File: src/rtl/flags_pkg.sv
// flags_pkg: Flags encoding and the per-entry action classification shared by
// the flag resolver and its buffer.
package flags_pkg;
   typedef enum logic [3:0] {
      FLAGS_NONE, FLAGS_BRANCH, FLAGS_PRED_TAKEN, FLAGS_PRED_NTAKEN,
      FLAGS_FENCE, FLAGS_ORDERING, FLAGS_ILLEGAL_INSTR, FLAGS_TRAP,
      FLAGS_LD_MA, FLAGS_LD_AF, FLAGS_LD_PF, FLAGS_ST_MA, FLAGS_ST_AF, FLAGS_ST_PF,
      FLAGS_XRET, FLAGS_NX
   } flags_t;

   typedef enum logic [2:0] {CLS_DROP, CLS_NX, CLS_PRED, CLS_FLUSH, CLS_TRAP} flag_cls_t;

   function automatic flag_cls_t classify(input flags_t f);
      return (f == FLAGS_NONE || f == FLAGS_BRANCH) ? CLS_DROP :
             (f == FLAGS_NX) ? CLS_NX :
             (f == FLAGS_PRED_TAKEN || f == FLAGS_PRED_NTAKEN) ? CLS_PRED :
             (f == FLAGS_FENCE || f == FLAGS_ORDERING) ? CLS_FLUSH : CLS_TRAP;
   endfunction
endpackage

File: src/rtl/flags_fifo.sv
// flags_fifo: power-of-two FIFO with registered occupancy and a clear that
// discards every buffered entry and wins over a simultaneous push.
module flags_fifo #(
   parameter int DEPTH = 4,
   parameter int W     = 9
) (
   input  logic         clk,
   input  logic         rst_n,
   input  logic         push,
   input  logic         pop,
   input  logic         clear,
   input  logic [W-1:0] din,
   output logic [W-1:0] dout,
   output logic         full,
   output logic         empty
);
   localparam int AW = $clog2(DEPTH);

   logic [W-1:0]  mem [DEPTH];
   logic [AW-1:0] rd_ptr, wr_ptr;
   logic [AW:0]   count;
   logic          push_ok, pop_ok;

   assign full    = count == (AW+1)'(DEPTH);
   assign empty   = count == '0;
   assign dout    = mem[rd_ptr];
   assign push_ok = push && !full && !clear;
   assign pop_ok  = pop && !empty && !clear;

   always_ff @(posedge clk or negedge rst_n)
      if (!rst_n) begin
         rd_ptr <= '0;
         wr_ptr <= '0;
         count  <= '0;
      end else if (clear) begin
         rd_ptr <= '0;
         wr_ptr <= '0;
         count  <= '0;
      end else begin
         wr_ptr <= wr_ptr + AW'(push_ok);
         rd_ptr <= rd_ptr + AW'(pop_ok);
         count  <= count + (AW+1)'(push_ok) - (AW+1)'(pop_ok);
      end

   always_ff @(posedge clk)
      if (push_ok) mem[wr_ptr] <= din;
endmodule

File: src/rtl/flags_resolve.sv
// flags_resolve: drains buffered instruction flags in order, turning each into a
// predictor update, an NX pulse, or a flush/trap request held until acknowledged.
module flags_resolve
   import flags_pkg::*;
#(
   parameter int DEPTH = 4,
   parameter int TAG_W = 5
) (
   input  logic             clk,
   input  logic             rst_n,
   input  logic             IN_valid,
   input  logic [3:0]       IN_flags,
   input  logic [TAG_W-1:0] IN_tag,
   output logic             OUT_ready,
   output logic             OUT_predValid,
   output logic             OUT_predTaken,
   output logic [TAG_W-1:0] OUT_predTag,
   output logic             OUT_flushValid,
   output logic [TAG_W-1:0] OUT_flushTag,
   input  logic             IN_flushAck,
   output logic             OUT_trapValid,
   output logic [3:0]       OUT_trapCause,
   output logic [TAG_W-1:0] OUT_trapTag,
   input  logic             IN_trapAck,
   output logic             OUT_nxErr
);
   typedef enum logic [1:0] {IDLE, FLUSH_WAIT, TRAP_WAIT} state_t;

   state_t           state, state_nx;
   logic [TAG_W+3:0] head;
   flags_t           head_flags;
   logic [TAG_W-1:0] head_tag;
   flag_cls_t        cls;
   logic             full, empty, push, pop, clear;

   assign head_flags = flags_t'(head[3:0]);
   assign head_tag   = head[TAG_W+3:4];
   assign cls        = classify(head_flags);
   assign clear      = (state == FLUSH_WAIT && IN_flushAck) || (state == TRAP_WAIT && IN_trapAck);
   // The head leaves the buffer as soon as it is examined; flush/trap payloads live on in the output registers.
   assign pop        = state == IDLE && !empty;
   assign push       = IN_valid && !full && !clear;
   assign OUT_ready  = !full;

   flags_fifo #(.DEPTH(DEPTH), .W(TAG_W + 4)) u_fifo (
      .clk   (clk),
      .rst_n (rst_n),
      .push  (push),
      .pop   (pop),
      .clear (clear),
      .din   ({IN_tag, IN_flags}),
      .dout  (head),
      .full  (full),
      .empty (empty)
   );

   always_ff @(posedge clk or negedge rst_n)
      if (!rst_n) state <= IDLE;
      else        state <= state_nx;

   always_comb begin
      state_nx = clear ? IDLE :
                 !pop ? state :
                 cls == CLS_FLUSH ? FLUSH_WAIT :
                 cls == CLS_TRAP ? TRAP_WAIT : IDLE;
   end

   always_ff @(posedge clk or negedge rst_n)
      if (!rst_n) begin
         OUT_predValid  <= 1'b0;
         OUT_predTaken  <= 1'b0;
         OUT_predTag    <= '0;
         OUT_nxErr      <= 1'b0;
         OUT_flushValid <= 1'b0;
         OUT_flushTag   <= '0;
         OUT_trapValid  <= 1'b0;
         OUT_trapCause  <= '0;
         OUT_trapTag    <= '0;
      end else begin
         OUT_predValid <= pop && cls == CLS_PRED;
         OUT_nxErr     <= pop && cls == CLS_NX;
         if (pop && cls == CLS_PRED) begin
            OUT_predTaken <= head_flags == FLAGS_PRED_TAKEN;
            OUT_predTag   <= head_tag;
         end
         if (pop && cls == CLS_FLUSH) begin
            OUT_flushValid <= 1'b1;
            OUT_flushTag   <= head_tag;
         end else if (clear) OUT_flushValid <= 1'b0;
         if (pop && cls == CLS_TRAP) begin
            OUT_trapValid <= 1'b1;
            OUT_trapCause <= head[3:0];
            OUT_trapTag   <= head_tag;
         end else if (clear) OUT_trapValid <= 1'b0;
      end
endmodule
File: config.mk
export PLATFORM = sky130hd
export DESIGN_NAME = flags_resolve
export DESIGN_NICKNAME = d
export VERILOG_FILES = /design/src/rtl/flags_pkg.sv /design/src/rtl/flags_fifo.sv /design/src/rtl/flags_resolve.sv
export SDC_FILE = /design/constraint.sdc
export NUM_CORES = 1
export LEC_CHECK = 0
export CORE_UTILIZATION = 51
export CTS_CLUSTER_SIZE = 8
export DETAILED_ROUTE_END_ITERATION = 10
export DONT_BUFFER_PORTS = 1
export PLACE_DENSITY = 0.66
export SYNTH_ARGS = -nofsm -noshare
export SYNTH_HDL_FRONTEND = slang
export SYNTH_HIERARCHICAL = 1
export SYNTH_SLANG_ARGS = --single-unit
File: constraint.sdc
create_clock -name clk -period 3.1 [get_ports clk]
set_input_delay 0.465 -clock clk [delete_from_list [all_inputs] [get_ports clk]]
set_output_delay 0.465 -clock clk [all_outputs]
set_load 0.01 [all_outputs]
# Yosys cells after proc, flatten, opt, wreduce, memory -nomap -nowiden
# Memories as Yosys holds them, arrays and structs flattened.
# Cells that the tools add are included.
# totals
elab_cells	73
ff_bits	33
n_memories	1
ram_bits	36
input_bits	14
output_inout_bits	25
# op_classes
n_reduce_logical	26
n_eq_ne	13
addsub	4
muxes	16
# memory_table
name	depth	word_bits	rd	rd_clocked_by_memory_dff	write_ports	line	rtl
u_fifo.mem	4	9	1	0	1	flags_fifo.sv:19	logic [W-1:0] mem [DEPTH];
# op_table
cell	n
two-way mux 3 bit	5
logical AND 1 bit	13
two-way mux 2 bit	6
equality test 4 x 2 -> 1 bit, second input constant	2
equality test 4 x 3 -> 1 bit, second input constant	2
equality test 3 x 2 -> 1 bit, second input constant	2
equality test 3 bit, second input constant	2
nonzero test 2 bit	3
two-way mux 1 bit	5
adder 2 x 1 -> 2 bit	2
equality test 4 x 1 -> 1 bit, second input constant	1
equality test 4 bit, second input constant	1
logical NOT 4 bit	1
logical OR 1 bit	4
adder 3 x 1 -> 3 bit	1
equality test 3 x 1 -> 1 bit, second input constant	1
logical NOT 1 bit	3
logical NOT 3 bit	1
subtractor 3 x 1 -> 3 bit	1
equality test 2 x 1 -> 1 bit, second input constant	1
equality test 2 bit, second input constant	1
logical NOT 2 bit	1

# Longest topological paths before layout
# Gate-level depths: netlist of the first run.
# An unclocked memory read counts as a cell.
# depth
word_depth	12
mapped_depth	13
mapped_depth_nobuf	12

# Cells and area by module
# The synthesis of the first run kept the hierarchy.
# by_module_without_submodules
mod	n_inst	cells_each	area_per_inst_um2
flags_fifo	1	83	1712.9
flags_resolve	1	80	1072.3

# Least setup slack after synthesis of the first run
# OpenSTA, ideal clock, no wires.
# synth_timing
path_type	input to register
startpoint	input IN_flushAck
endpoint	register u_fifo.count[2]
path_slack_ps	326
setup_time_ps	121
path_stages	13
arrival_time_ps	2653
path_cell_list	and3b_1 a31oi_1 inv_1 clkbuf_2 nand2b_4 or2_2 ha_1 inv_1 ha_1 inv_1 fa_1 xnor3_1 nor2_1
# synth_between
elab_chain_len	9
word_cells_on_any_way	10
classes_between	add/sub (2); mux (1); reduce/logical (7)
# synth_rtl
element	line	rtl
start, declared	flags_resolve.sv:20	input logic IN_flushAck,
logical AND 1 bit *	flags_resolve.sv:39	assign clear = (state == FLUSH_WAIT && IN_flushAck) || (state == TRAP_WAIT && IN_trapAck);
logical OR 1 bit *	flags_resolve.sv:39	
named net clear	flags_resolve.sv:34	logic full, empty, push, pop, clear;
logical NOT 1 bit	flags_fifo.sv:27, flags_fifo.sv:28, flags_resolve.sv:42	
logical AND 1 bit	flags_resolve.sv:42	assign push = IN_valid && !full && !clear;
logical AND 1 bit (2 in a row)	flags_fifo.sv:27	assign push_ok = push && !full && !clear;
adder 3 x 1 -> 3 bit	flags_fifo.sv:42	count <= count + (AW+1)'(push_ok) - (AW+1)'(pop_ok);
subtractor 3 x 1 -> 3 bit	flags_fifo.sv:42	
two-way mux 3 bit *	flags_fifo.sv:35	end else if (clear) begin
end signal, assigned	flags_fifo.sv:42	
end, declared	flags_fifo.sv:21	logic [AW:0] count;
# The timed path passes the listed nets; every way through them passes the cells marked *.
# A chain may end at the register's enable or synchronous reset.

# Final worst setup path of the first run
# layout_timing
startpoint	register state[1]
endpoint	register u_fifo.count[2]
# layout_between
elab_chain_len	10
word_cells_on_any_way	16
classes_between	add/sub (2); eq/ne (2); mux (1); reduce/logical (11)
# layout_rtl
element	line	rtl
start, declared	flags_resolve.sv:29	state_t state, state_nx;
start signal, assigned	flags_resolve.sv:59	else state <= state_nx;
equality test 2 x 1 -> 1 bit or equality test 2 bit (tied branches)	flags_resolve.sv:39	
logical AND 1 bit	flags_resolve.sv:39	
logical OR 1 bit *	flags_resolve.sv:39	
named net clear	flags_resolve.sv:34	
logical NOT 1 bit	flags_fifo.sv:27, flags_fifo.sv:28, flags_resolve.sv:42	
logical AND 1 bit	flags_resolve.sv:42	
logical AND 1 bit (2 in a row)	flags_fifo.sv:27	
adder 3 x 1 -> 3 bit	flags_fifo.sv:42	
subtractor 3 x 1 -> 3 bit	flags_fifo.sv:42	
two-way mux 3 bit *	flags_fifo.sv:35	
# Marked as above.

==> results, run 1 <==
- The worst setup path is of the reg2reg kind.
- STA classifies the critical path startpoint as a flop.
- The routed design has 4760 um of wire.
- The number of enable flip-flop cells after synthesis is 36.
- The site row count is 26.
- The first routing iteration left 123 violations.
- In this run the mean area of a mapped cell was 17.1 um^2.
- The critical path goes through and3b_1 -> a31oi_1 -> inv_2 -> nand2b_4 -> or2_2 -> ha_1 -> inv_1 -> ha_1 -> inv_1 -> fa_1 -> xnor3_1 -> nor2_1.
- IR analysis of the VDD net gives a maximum drop of 0.412 mV.
- The final number of setup-violating endpoints is 0.
- The endpoint required time on the critical path is 3330 ps.
- The via count of the first global-routing pass is 1,507.
- In the final routed layout, each cell accounts on average for 18.8 um.
- The max-cap check violation count is 0.
- Data arrives at the worst endpoint at 3140 ps.
- The Yosys step of the flow raised 6 warnings.
- The final estimated routing congestion in global placement is 0.772.
- The leading cell type by number of instances after synthesis is edfxtp_1.
- On the worst path, the slowest cell contributes a delay of 470 ps.
- The buffer cell driving the clock tree root is clkbuf_8.
- The number of levels the H-tree was split into is 3.
- The family with the most delay on the worst path is adder cells.
- The hold slack is 216 ps.
- The most used flip-flop cell after synthesis is edfxtp_1.
- Counting instances in the post-synthesis netlist gives the leading cell types as edfxtp_1, dfrtp_1, mux2_2, inv_1, mux4_2.
- Using the TritonRoute via totals, the vias-per-cell ratio works out to 5.61.
- The count of unique library cells instantiated by Yosys is 39.
- The worst clock skew is 6.74 ps.
- The die is 75.9 um wide.
- The met2 usage in global routing is 28.5%.
- Entering global routing, the biggest net connects 34 pins.
- The count of endpoints failing hold in the final timing report is 0.
- The count of non-filler cells in the finished layout is 253.
- The post-synthesis async set-or-reset flop share is 47.8%.
- The flip-flop and latch count after synthesis is 69.
- The later pin in the worst-skew pair is clocked with a latency of 340 ps.
- The flow ran to the end, and the final reports show no timing, DRC or antenna violations.
- The count of TritonRoute iterations in the first routing pass is 4.
- The placeable core area is 5170 um^2.
- The first global-routing pass estimated 7710 um of wire.
- Sequential elements use 68.5% of the synthesized area.
- The sum of overflow across all layers after global routing is 0.
- Synthesis produced 163 cells.
- The worst-case clock buffer depth is 2.
- The net count of the finished layout is 197.
- The number of design rule violations left after detail routing is 0.
- The biggest area contributor in the post-synthesis netlist is edfxtp_1.
- The number of pins with negative max-slew slack in the final report came to 0.
- The finished cells cover 3120 um^2.
- Sorting the synthesized cells by area gives the leading types as edfxtp_1, dfrtp_1, mux4_2.
- The placement-stage cell area is 2900 um^2.
- The global routing's busiest layer is met2.
- In this run the worst path has a maximum fanout of 9.
- In the global route stage, overall resource usage came out at 18.3%.
- The portion of the clock cycle consumed by the worst path in the final layout is 94.0%.
- The number of antenna diodes in the final layout is 0.
- The worst slack after detailed placement is 118 ps.
- The routed via count is 1,420.
- The effective utilization at floorplan is 53.8%.
- The CTS buffer count is 9.
- The CTS tree is yes.
- The worst-case headroom to the max-slew limit is 57.9%.
- The power density normalized to cell area is 1050 nW/um^2.
- Counting both buffers and inverters, the worst setup path holds a total of 3.
- The met3 track utilization from global routing is 6.14%.
- The count of buffers inserted at the top-level ports is 0.
- The number of top-level design ports is 39.
- Adding up every negative setup slack in the final design gives 0 ps.
- The time the worst path needs with I/O delays and setup is 2920 ps.
- In this run the worst hold path is classified as in2reg.
- The die area is 5760 um^2.
- The top cell type's share of synthesized area is 38.8%.
- Static timing analysis puts the maximum clock frequency at 343 MHz.
- At the pin with the least slew margin, the transition time is 626 ps.
- The filler cells instantiated in the layout total 388.
- The cell area that synthesis handed to floorplanning was 2790 um^2.
- The number of placed instances, taps included, is 235.
- The estimated wirelength of the detail-placed design is 3330 um.
- The post-route netlist has 30.6% of its cells at a drive strength greater than 1.
- The number of setup buffers added after CTS is 0.
- The count of nets left with antenna violations once routing finished came out at 0.
- The net count after synthesis is 182.
- Compared with the post-synthesis result, the final layout area differs by 12.1%.
- Among all stages on the critical path, the largest delay is contributed by dfrtp_1.
- Setup repair after global routing left no endpoint under its margin.
- The reported leakage power is 1.22 nW.
- The met1 usage in global routing is 22.4%.
- The initial antenna violation count is 0.
- Setup slack closes at 185 ps.
- CTS saw 69 sinks.
- Clock-pin slew was measured on the worst setup and hold paths at 70 ps.
- The height of the chip is 75.9 um.
- The sort of element at the end of the critical path is a flop.
cell usage in the layout, fill, tap and decap left out, types with 2 or more instances in the layout:
cell / Yosys / final
a21oi_1: 5 / 5
and3b_1: 2 / 2
buf_4: 1 / 7
clkbuf_1: 0 / 4
clkbuf_8: 0 / 10
dfrtp_1: 33 / 33
edfxtp_1: 36 / 36
ha_1: 4 / 4
inv_1: 10 / 9
mux2_2: 16 / 16
mux4_2: 9 / 9
nand3_1: 3 / 3
nand3_2: 2 / 2
nand3b_1: 2 / 2
nor2_1: 7 / 7
nor2b_1: 3 / 3
nor3_1: 2 / 2
nor4_1: 2 / 2
nor4b_2: 0 / 2
xnor2_1: 2 / 2
state kept, by name (all words and copies together) (netlist names), 2 cells and up:
register / flops
u_fifo/rd_ptr: 2
OUT_trapTag: 5
u_fifo/count: 3
state: 2
OUT_predTag: 5
OUT_flushTag: 5
OUT_trapCause: 4
u_fifo/wr_ptr: 2
u_fifo/mem: 36
routing by layer:
| layer | part of all wire (%) | vias up | wire [um] |
|---|---|---|---|
| li1 | - | 641 | - |
| met1 | 43 | 716 | 2030 |
| met2 | 48 | 48 | 2270 |
| met3 | 6.9 | 15 | 329 |
| met4 | 2.9 | 0 | 138 |
| met5 | 0 | - | 0 |
metrics by stage:
stage,util [%],power (mW)
after global routing,60.4,3.47
after floorplan,-,2.30
after global placement,56.1,2.49
final,60.4,3.27
after detailed placement,56.1,2.59
after CTS,60.4,3.30
power by group:
group | switching [mW] | total, mW | internal, mW | leakage, nW
registers | 0.292 | 1.54 | 1.25 | 0.734
logic | 0.499 | 1.03 | 0.529 | 0.390
clock network | 0.307 | 0.701 | 0.394 | 0.0947
what timing repair did:
item | in CTS | in global routing
hold endpoints to repair | 33 | 0
gates resized for setup | 0 | 1
hold buffers | 2 | 0
setup endpoints to repair | 0 | 1
path summary, 6_finish.rpt:
kind	startpoint	end	slack (ps)	cells after the start
hold / removal	IN_flags[1]	u_fifo/mem[0][1]$_DFFE_PP_	220	0
min in group asynchronous	rst_n	OUT_flushValid$_DFFE_PN0P_	580	2
max in group asynchronous	rst_n	OUT_trapCause[2]$_DFFE_PN0P_	2360	2
setup reg to reg	state[1]$_DFFE_PN0P_	u_fifo/count[2]$_DFF_PN0_	180	12
hold reg to reg	state[0]$_DFFE_PN0P_	OUT_nxErr$_DFF_PN0_	570	1
setup / recovery	state[1]$_DFFE_PN0P_	u_fifo/count[2]$_DFF_PN0_	180	12
kinds of logic (layout without fill, tap and decap cells):
logic type      after synthesis  in the layout  synth area share, %
buf+inv                      15             35                 2.56
mux                          26             26                 14.1
fa+ha+maj                     5              5                 2.52
flops                        69             69                 68.5
compound gates               11             11                 2.47
xor+xnor                      3              3                 1.44
simple gates                 34             34                 8.45
layout make-up:
class | instances | area, um^2 | area share (%)
repair buffers | 9 | 82.6 | 2.65
inverters | 10 | 37.5 | 1.20
multi-input cells | 79 | 820 | 26.3
well taps | 70 | 87.6 | 2.81
clock buffers | 14 | 153 | 4.89
clock inverters | 2 | 35.0 | 1.12
flip-flops and latches | 69 | 1910 | 61.1
Note: power is estimated with default switching activity, not from simulation.
==> run 2, diff against run 1 <==
CORE_MARGIN = 5   (was unset)
==> results, run 2 (synthesis results as in run 1) <==
- The flow ran to the end, and the final reports show no timing, DRC or antenna violations.
- The library cells used most frequently in the layout, excluding fill and tap cells, are edfxtp_1, dfrtp_1, mux2_2.
- Once detailed placement completed, the half-perimeter wirelength came to 3520 um.
- The number of design rule violations left after detail routing is 0.
- The wire length after detailed routing is 5080 um.
- The congestion estimate from routability-driven global placement came to 0.688.
- The time the worst path needs with I/O delays and setup is 2900 ps.
- The critical path goes through and3b_1 -> a31oi_1 -> and3_1 -> nand2b_4 -> or2_2 -> ha_1 -> inv_1 -> ha_1 -> inv_1 -> fa_1 -> xnor3_1 -> nor2_1.
- The relative contribution of sequential cells to total power is 46.0%.
- Clock-pin slew was measured on the worst setup and hold paths at 80 ps.
- The reg-to-reg endpoint is u_fifo/count[2]$_DFF_PN0_.
- In this run the number of cells on the critical path is 12.
- The critical path startpoint category is a flop.
- The routed via count is 1,395.
- In this run the worst setup path terminates at u_fifo/count[2]$_DFF_PN0_.
- The number of cells on the worst reg-to-reg path is 12.
- Data on the critical path is required at its endpoint by 3320 ps.
- After the last flow step, the layout net total stands at 197.
- The classification of the worst setup path is reg2reg.
- The worst setup path is captured at a flop.
- Net switching is 33.5% of the power.
- The slowest library cell on the worst path is dfrtp_1.
- The CTS tree is yes.
- The count of endpoints failing hold in the final timing report is 0.
- In the final routed layout, each cell accounts on average for 19.9 um.
- The startpoint identified for the worst register-to-register timing path is state[1]$_DFFE_PN0P_.
- The die width is 83.9 um.
- The overall routing resource usage is 15.9%.
- Among cell families on the critical path, the largest total delay comes from simple AND/OR/NAND/NOR gates.
- On the final layout, the worst clock skew is 6.07 ps.
- Cell internal power was estimated by the tool at 2.23 mW.
- In the routed layout, each cell is associated on average with a via count of 5.47.
- The via count of the first global-routing pass is 1,561.
- At the later pin of the worst-skew pair, clock insertion delay measures 330 ps.
- Combinational logic burns 30.3% of the power.
- Data arrives at the worst endpoint at 3120 ps.
- The number of top-level design ports is 39.
- The core region is 5410 um^2.
- The height of the chip is 83.9 um.
- The portion of the clock cycle consumed by the worst path in the final layout is 93.4%.
- Entering global routing, the biggest net connects 34 pins.
- The sum of negative setup slack is 0 ps.
- In this run the tightest slew margin relative to its limit is 62.8%.
- The first global-routing pass estimated 8420 um of wire.
- The initial antenna violation count is 0.
- The power density normalized to cell area is 1060 nW/um^2.
- For this run, the detailed router's first-pass iteration total came to 4.
- The worst register-to-register path has a setup slack of 200 ps.
- The core occupancy in the finished layout is 58.3%.
- The number of diodes added for antenna fixing is 0.
- The worst path buffer plus inverter count is 2.
- The number of nets with antenna violations after detailed routing is 0.
- The max-cap check violation count is 0.
- The tree is rooted in a clkbuf_8.
- The startpoint of the worst setup timing path is state[1]$_DFFE_PN0P_.
- In this run the core area contains 27 standard-cell rows.
- Buffers placed on the I/O ports in this run total 0.
- The clock sink count is 69.
- The number of flip-flops under the largest register name is 36.
- The number of levels the H-tree was split into is 3.
- VDD sags by at most 0.443 mV.
- The maximum operating frequency is 345 MHz.
- Of the cells placed in the final design, the portion with a size suffix greater than 1 is 32.2%.
- The final number of setup-violating endpoints is 0.
- The synthesis-to-finish area growth is 13.1%.
- The clock passes through at most 2 buffers.
- The part of the power in the clock network is 23.7%.
- Summing all flip-flop and latch instances after layout gives 1910 um^2.
- The number of pins with negative max-slew slack in the final report is 0.
- The net switching power is 1.12 mW.
- The die covers 7040 um^2.
- Setup repair after global routing left no endpoint under its margin.
- The transition at the pin with the smallest max-transition slack is 554 ps.
- The number of DRC violations after detailed-routing iteration 0 is 34.
- In this run the worst path has a maximum fanout of 6.
- Final hold analysis gives a worst-case slack of 221 ps.
- The final-layout fill cell count is 430.
- Summed over all cells, the static leakage comes to 1.24 nW.
- The total overflow left after global routing is 0.
- Post-CTS timing repair inserted 0 buffers for setup.
- The CTS buffer count is 9.
- Leaving out fill and tap cells, the most frequent cell in the layout is edfxtp_1.
- The path class of the tightest hold or removal check is in2reg.
- The area occupied by multi-input gates is 820 um^2.
- Once the floorplan was initialized, standard cells occupied 51.5% of the core.
- The peak per-stage delay on the critical path is 480 ps.
- More flip-flops sit in one register than any other, and that register is u_fifo/mem.
## run 2: routing by layer
layer	vias to the layer above	part of all wire (%)	routed length, um	track usage (%)
li1	636	-	-	-
met1	706	40	2040	18.7
met2	43	50	2540	25.3
met3	10	8.1	412	6.81
met4	0	1.7	86	7.02
met5	-	0	0	0
## run 2: worst reg2reg max path, delay by kind of cell (launching register included)
kind,cells,cell delay (ps)
buffers and inverters,2,100
adder cells (fa/ha/maj),3,810
AND/OR/NAND/NOR,5,900
AO/OA/AOI/OAI,1,290
XOR/XNOR,1,220
flip-flops,1,480
## run 2: repair_timing
item	CTS	global route
setup endpoints to repair	0	1
gates resized for setup	0	1
hold buffers	2	0
endpoints found under the hold margin	33	0
## run 2: layout make-up
type                    count  area share [%]
well taps                  72            2.86
clock inverters             6            2.70
multi-input cells          79            26.0
repair buffers              9            2.62
flip-flops and latches     69            60.5
clock buffers              10            4.05
inverters                  10            1.19
## run 2: through the flow
step	cell area [um^2]	std cells	total power, mW	setup slack [ps]
2_1_floorplan	2790	163	2.30	326
3_3_place_gp	2910	237	2.50	325
3_5_place_dp	2910	237	2.59	145
4_1_cts	3150	255	3.39	126
5_1_grt	3150	255	3.57	22.9
6_report	3150	255	3.35	205
## run 2: power by group through the flow
stage	clock, mW	combinational, mW	sequential [mW]
after CTS	0.807	1.03	1.55
after floorplan	0	0.834	1.47
after detailed placement	0	1.02	1.57
after global routing	0.849	1.14	1.58
after global placement	0	0.959	1.54
final	0.793	1.02	1.54
## run 2: worst min path at each step
stage / from / end / slack [ps] / depth (start not counted)
after floorplan: rst_n / OUT_flushTag[0]$_DFFE_PN0P_ / 170 / 0
after global placement: rst_n / OUT_flushValid$_DFFE_PN0P_ / 170 / 0
after detailed placement: rst_n / OUT_trapValid$_DFFE_PN0P_ / 170 / 0
after CTS: IN_tag[2] / u_fifo/mem[3][6]$_DFFE_PP_ / 210 / 0
after global routing: IN_tag[2] / u_fifo/mem[3][6]$_DFFE_PP_ / 190 / 0
final: IN_tag[2] / u_fifo/mem[3][6]$_DFFE_PP_ / 220 / 0
